[src/rtl/if_fetch_unit_pkg.sv]
// Shared RISC-V fetch definitions: reset PC, NOP encoding and fetch FSM states.
package if_fetch_unit_pkg;

  // Canonical NOP (addi x0, x0, 0) offered whenever no instruction is valid
  localparam logic [31:0] NOP_INST         = 32'h0000_0013;

  // Default first fetch address after reset
  localparam logic [31:0] DEFAULT_RESET_PC = 32'h0000_0000;

  // Fetch FSM: at most one memory request is ever outstanding
  typedef enum logic [1:0] {
    S_REQ     = 2'b00,  // presenting a request at fetch_pc
    S_WAIT    = 2'b01,  // request accepted, waiting for the response
    S_HOLD    = 2'b10,  // response parked in the hold buffer while stalled
    S_DISCARD = 2'b11   // redirected while waiting; next response is stale
  } fetch_state_e;

endpackage

[src/rtl/if_fetch_unit_pc_gen.sv]
// Next fetch-PC selection: redirect target (word aligned), PC+4, or hold.
module if_pc_gen #(
  parameter int PC_WIDTH = 32
) (
  input  logic [PC_WIDTH-1:0] fetch_pc,
  input  logic                branch_taken,
  input  logic [PC_WIDTH-1:0] branch_target,
  input  logic                advance,
  output logic [PC_WIDTH-1:0] next_pc
);

  // Clearing the two low bits word-aligns the redirect target
  localparam logic [PC_WIDTH-1:0] ALIGN_MASK = ~PC_WIDTH'(2'b11);

  logic [PC_WIDTH-1:0] pc_plus4_s;

  // Sequential increment wraps naturally modulo 2^PC_WIDTH
  assign pc_plus4_s = fetch_pc + PC_WIDTH'(3'd4);

  // Redirect has priority over sequential advance
  always_comb begin
    next_pc = fetch_pc;
    if (branch_taken) begin
      next_pc = branch_target & ALIGN_MASK;
    end else if (advance) begin
      next_pc = pc_plus4_s;
    end else begin
      next_pc = fetch_pc;
    end
  end

endmodule

[src/rtl/if_fetch_unit.sv]
// Instruction fetch unit: single-outstanding request/response fetch with
// stall hold buffer and branch redirect/flush handling.
module if_fetch_unit
  import if_fetch_unit_pkg::*;
#(
  parameter int                PC_WIDTH   = 32,
  parameter int                INST_WIDTH = 32,
  parameter logic [PC_WIDTH-1:0] RESET_PC = PC_WIDTH'(DEFAULT_RESET_PC)
) (
  input  logic                  clk,
  input  logic                  reset_n,
  input  logic                  pc_write,
  input  logic                  branch_taken,
  input  logic [PC_WIDTH-1:0]   branch_target,
  output logic                  imem_req_valid,
  input  logic                  imem_req_ready,
  output logic [PC_WIDTH-1:0]   imem_req_addr,
  input  logic                  imem_rsp_valid,
  input  logic [INST_WIDTH-1:0] imem_rsp_data,
  output logic [PC_WIDTH-1:0]   pc,
  output logic [INST_WIDTH-1:0] inst,
  output logic                  inst_valid,
  output logic                  IF_flush
);

  localparam logic [INST_WIDTH-1:0] NOP_WORD = INST_WIDTH'(NOP_INST);

  fetch_state_e          state_r;
  fetch_state_e          state_next_s;
  logic [PC_WIDTH-1:0]   fetch_pc_r;
  logic [PC_WIDTH-1:0]   next_pc_s;
  logic [INST_WIDTH-1:0] hold_inst_r;
  logic                  advance_s;
  logic                  hold_load_s;

  if_pc_gen #(
    .PC_WIDTH (PC_WIDTH)
  ) u_pc_gen (
    .fetch_pc      (fetch_pc_r),
    .branch_taken  (branch_taken),
    .branch_target (branch_target),
    .advance       (advance_s),
    .next_pc       (next_pc_s)
  );

  // The flush request follows the redirect combinationally
  assign IF_flush      = branch_taken;
  assign imem_req_addr = fetch_pc_r;

  // State, fetch PC and hold buffer registers with synchronous reset
  always_ff @(posedge clk) begin
    if (!reset_n) begin
      state_r     <= S_REQ;
      fetch_pc_r  <= RESET_PC;
      hold_inst_r <= NOP_WORD;
    end else begin
      state_r    <= state_next_s;
      fetch_pc_r <= next_pc_s;
      if (hold_load_s) begin
        hold_inst_r <= imem_rsp_data;
      end
    end
  end

  // Next-state and output decode; redirect always beats a stall
  always_comb begin
    state_next_s   = state_r;
    imem_req_valid = 1'b0;
    inst_valid     = 1'b0;
    inst           = NOP_WORD;
    pc             = fetch_pc_r;
    advance_s      = 1'b0;
    hold_load_s    = 1'b0;
    if (!reset_n) begin
      // Nothing is delivered or requested while reset is applied
      state_next_s = S_REQ;
      pc           = RESET_PC;
    end else begin
      case (state_r)
        S_REQ: begin
          if (branch_taken) begin
            // Retarget: never issue at the stale address
            state_next_s = S_REQ;
          end else begin
            imem_req_valid = 1'b1;
            if (imem_req_ready) begin
              state_next_s = S_WAIT;
            end else begin
              state_next_s = S_REQ;
            end
          end
        end
        S_WAIT: begin
          if (imem_rsp_valid) begin
            if (branch_taken) begin
              // Response belongs to the wrong path: drop it
              state_next_s = S_REQ;
            end else begin
              inst_valid = 1'b1;
              inst       = imem_rsp_data;
              if (pc_write) begin
                advance_s    = 1'b1;
                state_next_s = S_REQ;
              end else begin
                hold_load_s  = 1'b1;
                state_next_s = S_HOLD;
              end
            end
          end else if (branch_taken) begin
            state_next_s = S_DISCARD;
          end else begin
            state_next_s = S_WAIT;
          end
        end
        S_HOLD: begin
          inst_valid = 1'b1;
          inst       = hold_inst_r;
          if (branch_taken) begin
            state_next_s = S_REQ;
          end else if (pc_write) begin
            advance_s    = 1'b1;
            state_next_s = S_REQ;
          end else begin
            state_next_s = S_HOLD;
          end
        end
        S_DISCARD: begin
          // A further redirect only updates fetch_pc via the PC mux
          if (imem_rsp_valid) begin
            state_next_s = S_REQ;
          end else begin
            state_next_s = S_DISCARD;
          end
        end
        default: begin
          state_next_s = S_REQ;
        end
      endcase
    end
  end

endmodule

[config.mk]
export PLATFORM = sky130hd
export DESIGN_NAME = if_fetch_unit
export DESIGN_NICKNAME = d
export VERILOG_FILES = /design/src/rtl/if_fetch_unit_pkg.sv /design/src/rtl/if_fetch_unit_pc_gen.sv /design/src/rtl/if_fetch_unit.sv
export SDC_FILE = /design/constraint.sdc
export NUM_CORES = 1
export LEC_CHECK = 0
export ABC_CLOCK_PERIOD_IN_PS = 2600
export BUFFER_PORTS_ARGS = -buffer_cell sky130_fd_sc_hd__buf_2
export CORE_MARGIN = 3
export CORE_UTILIZATION = 45
export CTS_CLUSTER_DIAMETER = 40
export CTS_CLUSTER_SIZE = 40
export DETAILED_ROUTE_END_ITERATION = 12
export GPL_ROUTABILITY_DRIVEN = 0
export HOLD_SLACK_MARGIN = 0.12
export PLACE_DENSITY_LB_ADDON = 0.15
export SLEW_MARGIN = 20
export SYNTH_ARGS = -nofsm -noshare
export SYNTH_HDL_FRONTEND = slang
export SYNTH_SLANG_ARGS = --single-unit
[constraint.sdc]
create_clock -name clk -period 2.6 [get_ports clk]
set_input_delay 0.26 -clock clk [delete_from_list [all_inputs] [get_ports clk]]
set_output_delay 0.26 -clock clk [all_outputs]
set_load 0.005 [all_outputs]
==> metrics.csv, run 1 <==
stage;metric;value;unit
cts;h-tree-depth;3;
hold_path;holdPathStages;3;
flow_run;cap_violations;0;
cts;clk_path_buf_depth;2;
detailed_routing;routedWlPerCell;15.5;um
synthesis;synth_ff_type;dfxtp_1;
detailed_routing;drc;0;
timing;tightest_slew;0.726;ns
floorplan;fp.dieW;100;um
synthesis;syn_area_per_cell;7.42;um^2
grt;grt_pass1_vias;4219;
worst_setup_path;r2r_cells;5;
layout;n_antenna_cell;0;
timing;fmax;419;MHz
detailed_routing;routed_wl;12200;um
worst_setup_path;worstSetupPathDepth;7;
timing;hold_viol_final;0;
power_and_ir_drop;powerDensity;417;nW/um^2
synthesis;ys.warnings.count;0;
floorplan;pin_count;169;
grt;grt_use_total;0.239;
synthesis;ys_types;60;
cts;post-cts-setup-buffer-count;0;
layout;final_layout_size_suffix_gt1_frac;0.292;
worst_setup_path;critPathBufInv;3;
floorplan;start_util;0.475;
cts;cts.sinks;64;
synthesis;yosys_register_bits;64;
worst_setup_path;end_kind;primary output;
layout;area_delta_synth_final;25.6;%
hold_path;hold_path.class;input port to flop;
synthesis;synth-async-reset-ratio;0;
timing;finalCritPeriodShare;0.918;
cts;path_clk_slew;0.06;ns
synthesis;synth_seq_area_share;0.320;
detailed_routing;first_pass_iters;5;
timing;relSlewSlack;0.516;
placed_design;dp_hpwl;8750;um
detailed_routing;post_drt_via_cell_ratio;5.73;
worst_setup_path;cp.required;2.34;ns
worst_setup_path;crit_chain;inv_1, ha_1, and3b_1, buf_4, a22oi_1, nor2_1, buf_2;
power_and_ir_drop;ir_worst_vdd;0.221;mV
worst_setup_path;worst_setup_path_start_kind;flop;
worst_setup_path;cpPeakStageDelay;0.36;ns
layout;final_nets;757;
synthesis;syn_inst;539;
timing;tns;0;ns
worst_setup_path;worstPathArrival;2.13;ns
synthesis;synth_edf_count;0;
timing;setup_viol;0;
cts;cts_hold_buf;0;
cts;cts_buffers;9;
placed_design;portBuffers;162;
cts;cts_root_buf;clkbuf_8;
cts;cts_tree;done;
worst_setup_path;crit_family;buffers and inverters;
grt;gr-total-overflow;0;
floorplan;core;8420;um^2
cts;clk_latency;0.34;ns
synthesis;netlist_area;4000;um^2
detailed_routing;drt_iter0_drc;256;
cts;cts_resized;0;
timing;min_period;2.39;ns
detailed_routing;drtAntennaViolNets;0;
worst_setup_path;worstPathMaxFanout;32;
power_and_ir_drop;power;2.09;mW
timing;drv_slew;0;
floorplan;die_area;10100;um^2
floorplan;placementRows;33;
worst_setup_path;rrSetupSlack;0.28;ns
timing;rsz0062_at_grt;false;
grt;antenna_found_initial;1;
run_status;status;finished, final reports clean;
detailed_routing;route.vias.total;4532;
power_and_ir_drop;p_leak;2.10;nW
timing;clock_skew;0.00936;ns
worst_setup_path;crit_slowest_cell;buf_4;
worst_setup_path;critPathKind;flop to primary output;
floorplan;dieHeight;100;um
grt;grt_max_degree;57;
grt;grt_first_pass_wirelength;19900;um
==> power breakdown <==
group,total (mW),switching (mW),internal [mW],leakage (nW)
sequential,1.06,0.0516,1.01,0.522
combinational,0.283,0.149,0.135,1.49
clock,0.747,0.381,0.366,0.0899
total,2.09,0.581,1.51,2.10
==> cell usage in the layout (no fill, tap or decap), drive strengths merged, types with 5 or more instances in the layout <==
cell	Yosys	routed
a21boi	30	30
a21oi	11	11
a22oi	29	29
a32o	9	9
and2	34	34
buf	11	178
clkbuf	39	12
dfxtp	64	64
ha	6	6
nand2	107	107
nand3	21	21
nand4	10	10
nor2	42	42
nor3	8	8
nor4	7	7
o21ai	23	23
o31ai	6	6
o41ai	8	8
or3	8	8
or4	5	5
==> registers in the layout, indices dropped and copies added, names as in the netlist <==
name,flops
imem_req_addr,30
state_r,2
hold_inst_r,32
==> final cells by class <==
| type | instances | area (um^2) |
|---|---|---|
| clock buffers | 12 | 145 |
| multi-input cells | 424 | 2500 |
| flip-flops and latches | 64 | 1280 |
| clock inverters | 4 | 20.0 |
| well taps | 105 | 131 |
| inverters | 4 | 15.0 |
| fillers | 841 | 3400 |
| repair buffers | 178 | 931 |
==> through the flow <==
step | utilization | setup WS [ns] | cell area [um^2] | hold slack (ns) | std cells
6_report | 0.596 | 0.214 | 5020 | 0.150 | 791
5_1_grt | 0.596 | 0.0131 | 5020 | 0.161 | 791
4_1_cts | 0.596 | 0.213 | 5020 | 0.140 | 791
3_5_place_dp | 0.577 | 0.290 | 4860 | 0.458 | 775
3_3_place_gp | 0.577 | 0.342 | 4860 | 0.450 | 775
2_1_floorplan | - | 0.505 | 4010 | 0.384 | 542
==> cell families (layout without fill, tap and decap cells) <==
family,Yosys count,in the layout,share of synthesized area
compound gates,145,145,0.266
xor+xnor,3,3,0.00657
fa+ha+maj,6,6,0.0188
buf+inv,54,198,0.0582
flops,64,64,0.320
mux,1,1,0.00250
other cells,1,4,0.000938
simple gates,265,265,0.327
==> layer usage <==
metal | part of all wire | global-route usage
met1 | 0.43 | 0.315
met2 | 0.48 | 0.399
met3 | 0.074 | 0.0417
met4 | 0.011 | 0.0756
met5 | 0.00057 | 0
==> worst reg2reg max path, delay by kind of cell, from the launching register on <==
| family | cells | cell delay, ns |
|---|---|---|
| fa+ha+maj | 1 | 0.23 |
| simple gates | 2 | 0.94 |
| compound gates | 2 | 0.61 |
| flops | 1 | 0.43 |
==> Yosys cell counts (all sizes together), types with 4 or more instances <==
library cell,count,area share
or4,5,0.010
a22oi,29,0.054
o2bb2ai,4,0.0088
nor2,42,0.039
nor3,8,0.010
o21ai,23,0.029
a31oi,4,0.0063
and4,4,0.0088
nand2,107,0.10
o31ai,6,0.011
ha,6,0.019
o41ai,8,0.018
nand3,21,0.028
a21oi,11,0.014
buf,11,0.018
clkbuf,39,0.037
nor4,7,0.013
dfxtp,64,0.32
a32o,9,0.023
nand4,10,0.017
a21boi,30,0.056
or3,8,0.013
and2,34,0.053
inv,4,0.0038
==> final timing paths <==
path	from	to
setup / recovery	state_r[1]	inst[3]
hold reg to reg	hold_inst_r[17]	hold_inst_r[17]
setup reg to reg	imem_req_addr[3]	imem_req_addr[26]
hold / removal	imem_rsp_data[1]	hold_inst_r[1]
Power figures use the tool's default switching activity.
==> inputs of run 2 (changes only) <==
--- a/config.mk
+++ b/config.mk
@@ -5,10 +5,11 @@
 export SDC_FILE = /design/constraint.sdc
 export NUM_CORES = 1
 export LEC_CHECK = 0
-export ABC_CLOCK_PERIOD_IN_PS = 2600
+export ABC_CLOCK_PERIOD_IN_PS = 2900
 export BUFFER_PORTS_ARGS = -buffer_cell sky130_fd_sc_hd__buf_2
 export CORE_MARGIN = 3
 export CORE_UTILIZATION = 45
+export CTS_BUF_LIST = sky130_fd_sc_hd__clkbuf_4 sky130_fd_sc_hd__clkbuf_8
 export CTS_CLUSTER_DIAMETER = 40
 export CTS_CLUSTER_SIZE = 40
 export DETAILED_ROUTE_END_ITERATION = 12
==> constraint.sdc (replaced) <==
create_clock -name clk -period 2.9 [get_ports clk]
set_input_delay 0.29 -clock clk [delete_from_list [all_inputs] [get_ports clk]]
set_output_delay 0.29 -clock clk [all_outputs]
set_load 0.005 [all_outputs]
==> run 2 against run 1 <==
  * First-iteration DRC count is 6.3% higher
  * Highest routed layer is now met4
  * Largest power group unchanged
  * Critical path type unchanged
  * Non-clock buffer count shrank 3
  * Die area unchanged
  * Sequential share of layout area is essentially flat
==> metrics.csv, run 2 (synthesized netlist as in run 1, its figures left out) <==
stage;metric;value;unit;change
run_status;status;finished, final reports clean;;
worst_setup_path;worstPathMaxFanout;27;;-16%
layout;final_layout_size_suffix_gt1_frac;0.290;;-0.00122
detailed_routing;drc;0;;unchanged
detailed_routing;route.vias.total;4568;;+0.79%
power_and_ir_drop;internal_power;1.46;mW;-3.5%
cts;cts_resized;0;;unchanged
timing;drv_slew;0;;unchanged
cts;path_clk_slew;0.07;ns;about the same
timing;hold_viol_final;0;;unchanged
cts;cts_hold_buf;0;;unchanged
cts;post-cts-setup-buffer-count;0;;unchanged
layout;top_register;hold_inst_r;;
layout;area_delta_synth_final;25.8;%;
timing;finalCritPeriodShare;0.880;;
grt;grt_max_degree;43;;-25%
worst_setup_path;cp.required;2.61;ns;+0.27 ns
worst_setup_path;critPathKind;flop to primary output;;
detailed_routing;first_pass_iters;5;;unchanged
layout;largest_register_ffs;32;;unchanged
cts;clk_latency;0.34;ns;about the same
flow_run;cap_violations;0;;unchanged
timing;rsz0062_at_grt;false;;
layout;final_common_cell;buf_2;;
layout;final_area;5030;um^2;+0.15%
layout;final_cells;787;;-0.51%
timing;clock_skew;0.00840;ns;-0.000963 ns
power_and_ir_drop;comb_power_share;0.127;;-0.008
worst_setup_path;end_kind;primary output;;
floorplan;pin_count;169;;unchanged
placed_design;postPlaceCellArea;4830;um^2;-0.46%
grt;gr-total-overflow;0;;unchanged
power_and_ir_drop;sw_frac_of_total;0.263;;-0.0150
cts;cts_root_buf;clkbuf_8;;
placed_design;portBuffers;162;;unchanged
detailed_routing;drtAntennaViolNets;0;;unchanged
cts;cts.sinks;64;;unchanged
timing;tns;0;ns;unchanged
cts;cts_buffers;9;;unchanged
detailed_routing;post_drt_via_cell_ratio;5.80;;+1.3%
timing;relSlewSlack;0.546;;+0.0299
detailed_routing;routedWlPerCell;15.5;um;+0.33%
cts;clk_path_buf_depth;2;;unchanged
hold_path;hold_path.class;input port to flop;;
power_and_ir_drop;p_leak;2.09;nW;-0.22%
detailed_routing;routed_wl;12200;um;-0.18%
layout;final_nets;754;;-0.40%
power_and_ir_drop;power_frac_seq;0.481;;-0.027
layout;mostFrequentLayoutCells;162 x buf_2, 107 x nand2_1, 64 x dfxtp_1, 42 x nor2_1, 34 x and2_1;;
cts;h-tree-depth;3;;unchanged
timing;tightest_slew;0.680;ns;-0.0456 ns
power_and_ir_drop;power.switching;0.520;mW;-11%
floorplan;fp.dieW;100;um;unchanged
placed_design;dpl.cell_count;772;;-0.39%
timing;min_period;2.55;ns;
detailed_routing;drt_iter0_drc;272;;+6.3%
cts;cts_tree;done;;
timing;setup_viol;0;;unchanged
grt;antenna_found_initial;0;;-1
power_and_ir_drop;powerDensity;394;nW/um^2;-5.6%
worst_setup_path;worstPathArrival;2.26;ns;+0.13 ns
floorplan;core;8420;um^2;unchanged
grt;grt_first_pass_wirelength;19500;um;-2.5%
floorplan;start_util;0.475;;unchanged
layout;n_antenna_cell;0;;unchanged
floorplan;die_area;10100;um^2;unchanged
placed_design;dp_hpwl;8770;um;+0.21%
floorplan;dieHeight;100;um;unchanged
worst_setup_path;worst_setup_path_start_kind;flop;;
grt;grt_use_total;0.235;;-0.00434
floorplan;placementRows;33;;unchanged
timing;fmax;392;MHz;
grt;grt_pass1_vias;4138;;-1.9%
power_and_ir_drop;ir_worst_vdd;0.279;mV;+26%
power_and_ir_drop;clkPwrFrac;0.391;;+0.034
[run 2: changes by cell type in the layout (fill, tap and decap cells not counted), sizes merged]
cell      delta
bufinv       +1
clkinv       -3
buf          -3
clkinvlp     +1
[run 2: path summary, 6_finish.rpt]
path                    startpoint                 to  slack (ns)  cells after the start
setup / recovery        state_r[1]           inst[23]        0.35                      7
hold / removal    imem_rsp_data[0]     hold_inst_r[0]        0.17                      3
setup reg to reg        state_r[0]  imem_req_addr[22]        0.54                      6
hold reg to reg    hold_inst_r[26]    hold_inst_r[26]        0.47                      2
[run 2: layer usage]
metal,part of all wire,track usage,up-vias
met5,0,0,-
met4,0.018,0.0756,0
met3,0.084,0.0431,25
met2,0.48,0.398,202
met1,0.42,0.302,2117
li1,-,-,2224
[run 2: stage by stage]
step                      hold WS, ns  setup WS [ns]   util  total power, mW
after floorplan                 0.414          0.805      -             1.09
after global placement          0.449          0.609  0.574             1.22
after detailed placement        0.457          0.567  0.574             1.22
after CTS                       0.167          0.351  0.597             2.00
after global routing            0.183          0.166  0.597             2.07
final                           0.173          0.349  0.597             1.98
[run 2: critical path, stage by stage, from the launching register on]
cell and delay, ns:
dfxtp_1 0.33, inv_1 0.12, ha_1 0.31, and3b_1 0.44
buf_4 0.37, a22oi_1 0.11, nor2_1 0.11, buf_2 0.12
[run 2: power by group through the flow]
stage	clock network [mW]	registers [mW]	logic (mW)
floorplan	0	0.962	0.131
detailed placement	0	0.972	0.252
global placement	0	0.971	0.247
global route	0.829	0.958	0.281
finish	0.775	0.953	0.252
CTS	0.791	0.952	0.253
[run 2: layout make-up]
type,count,area (um^2)
Clock buffer,12,153
Clock inverter,3,42.5
Fill cell,811,3390
Inverter,4,15.0
Multi-Input combinational cell,424,2500
Sequential cell,64,1280
Tap cell,105,131
Timing Repair Buffer,175,908
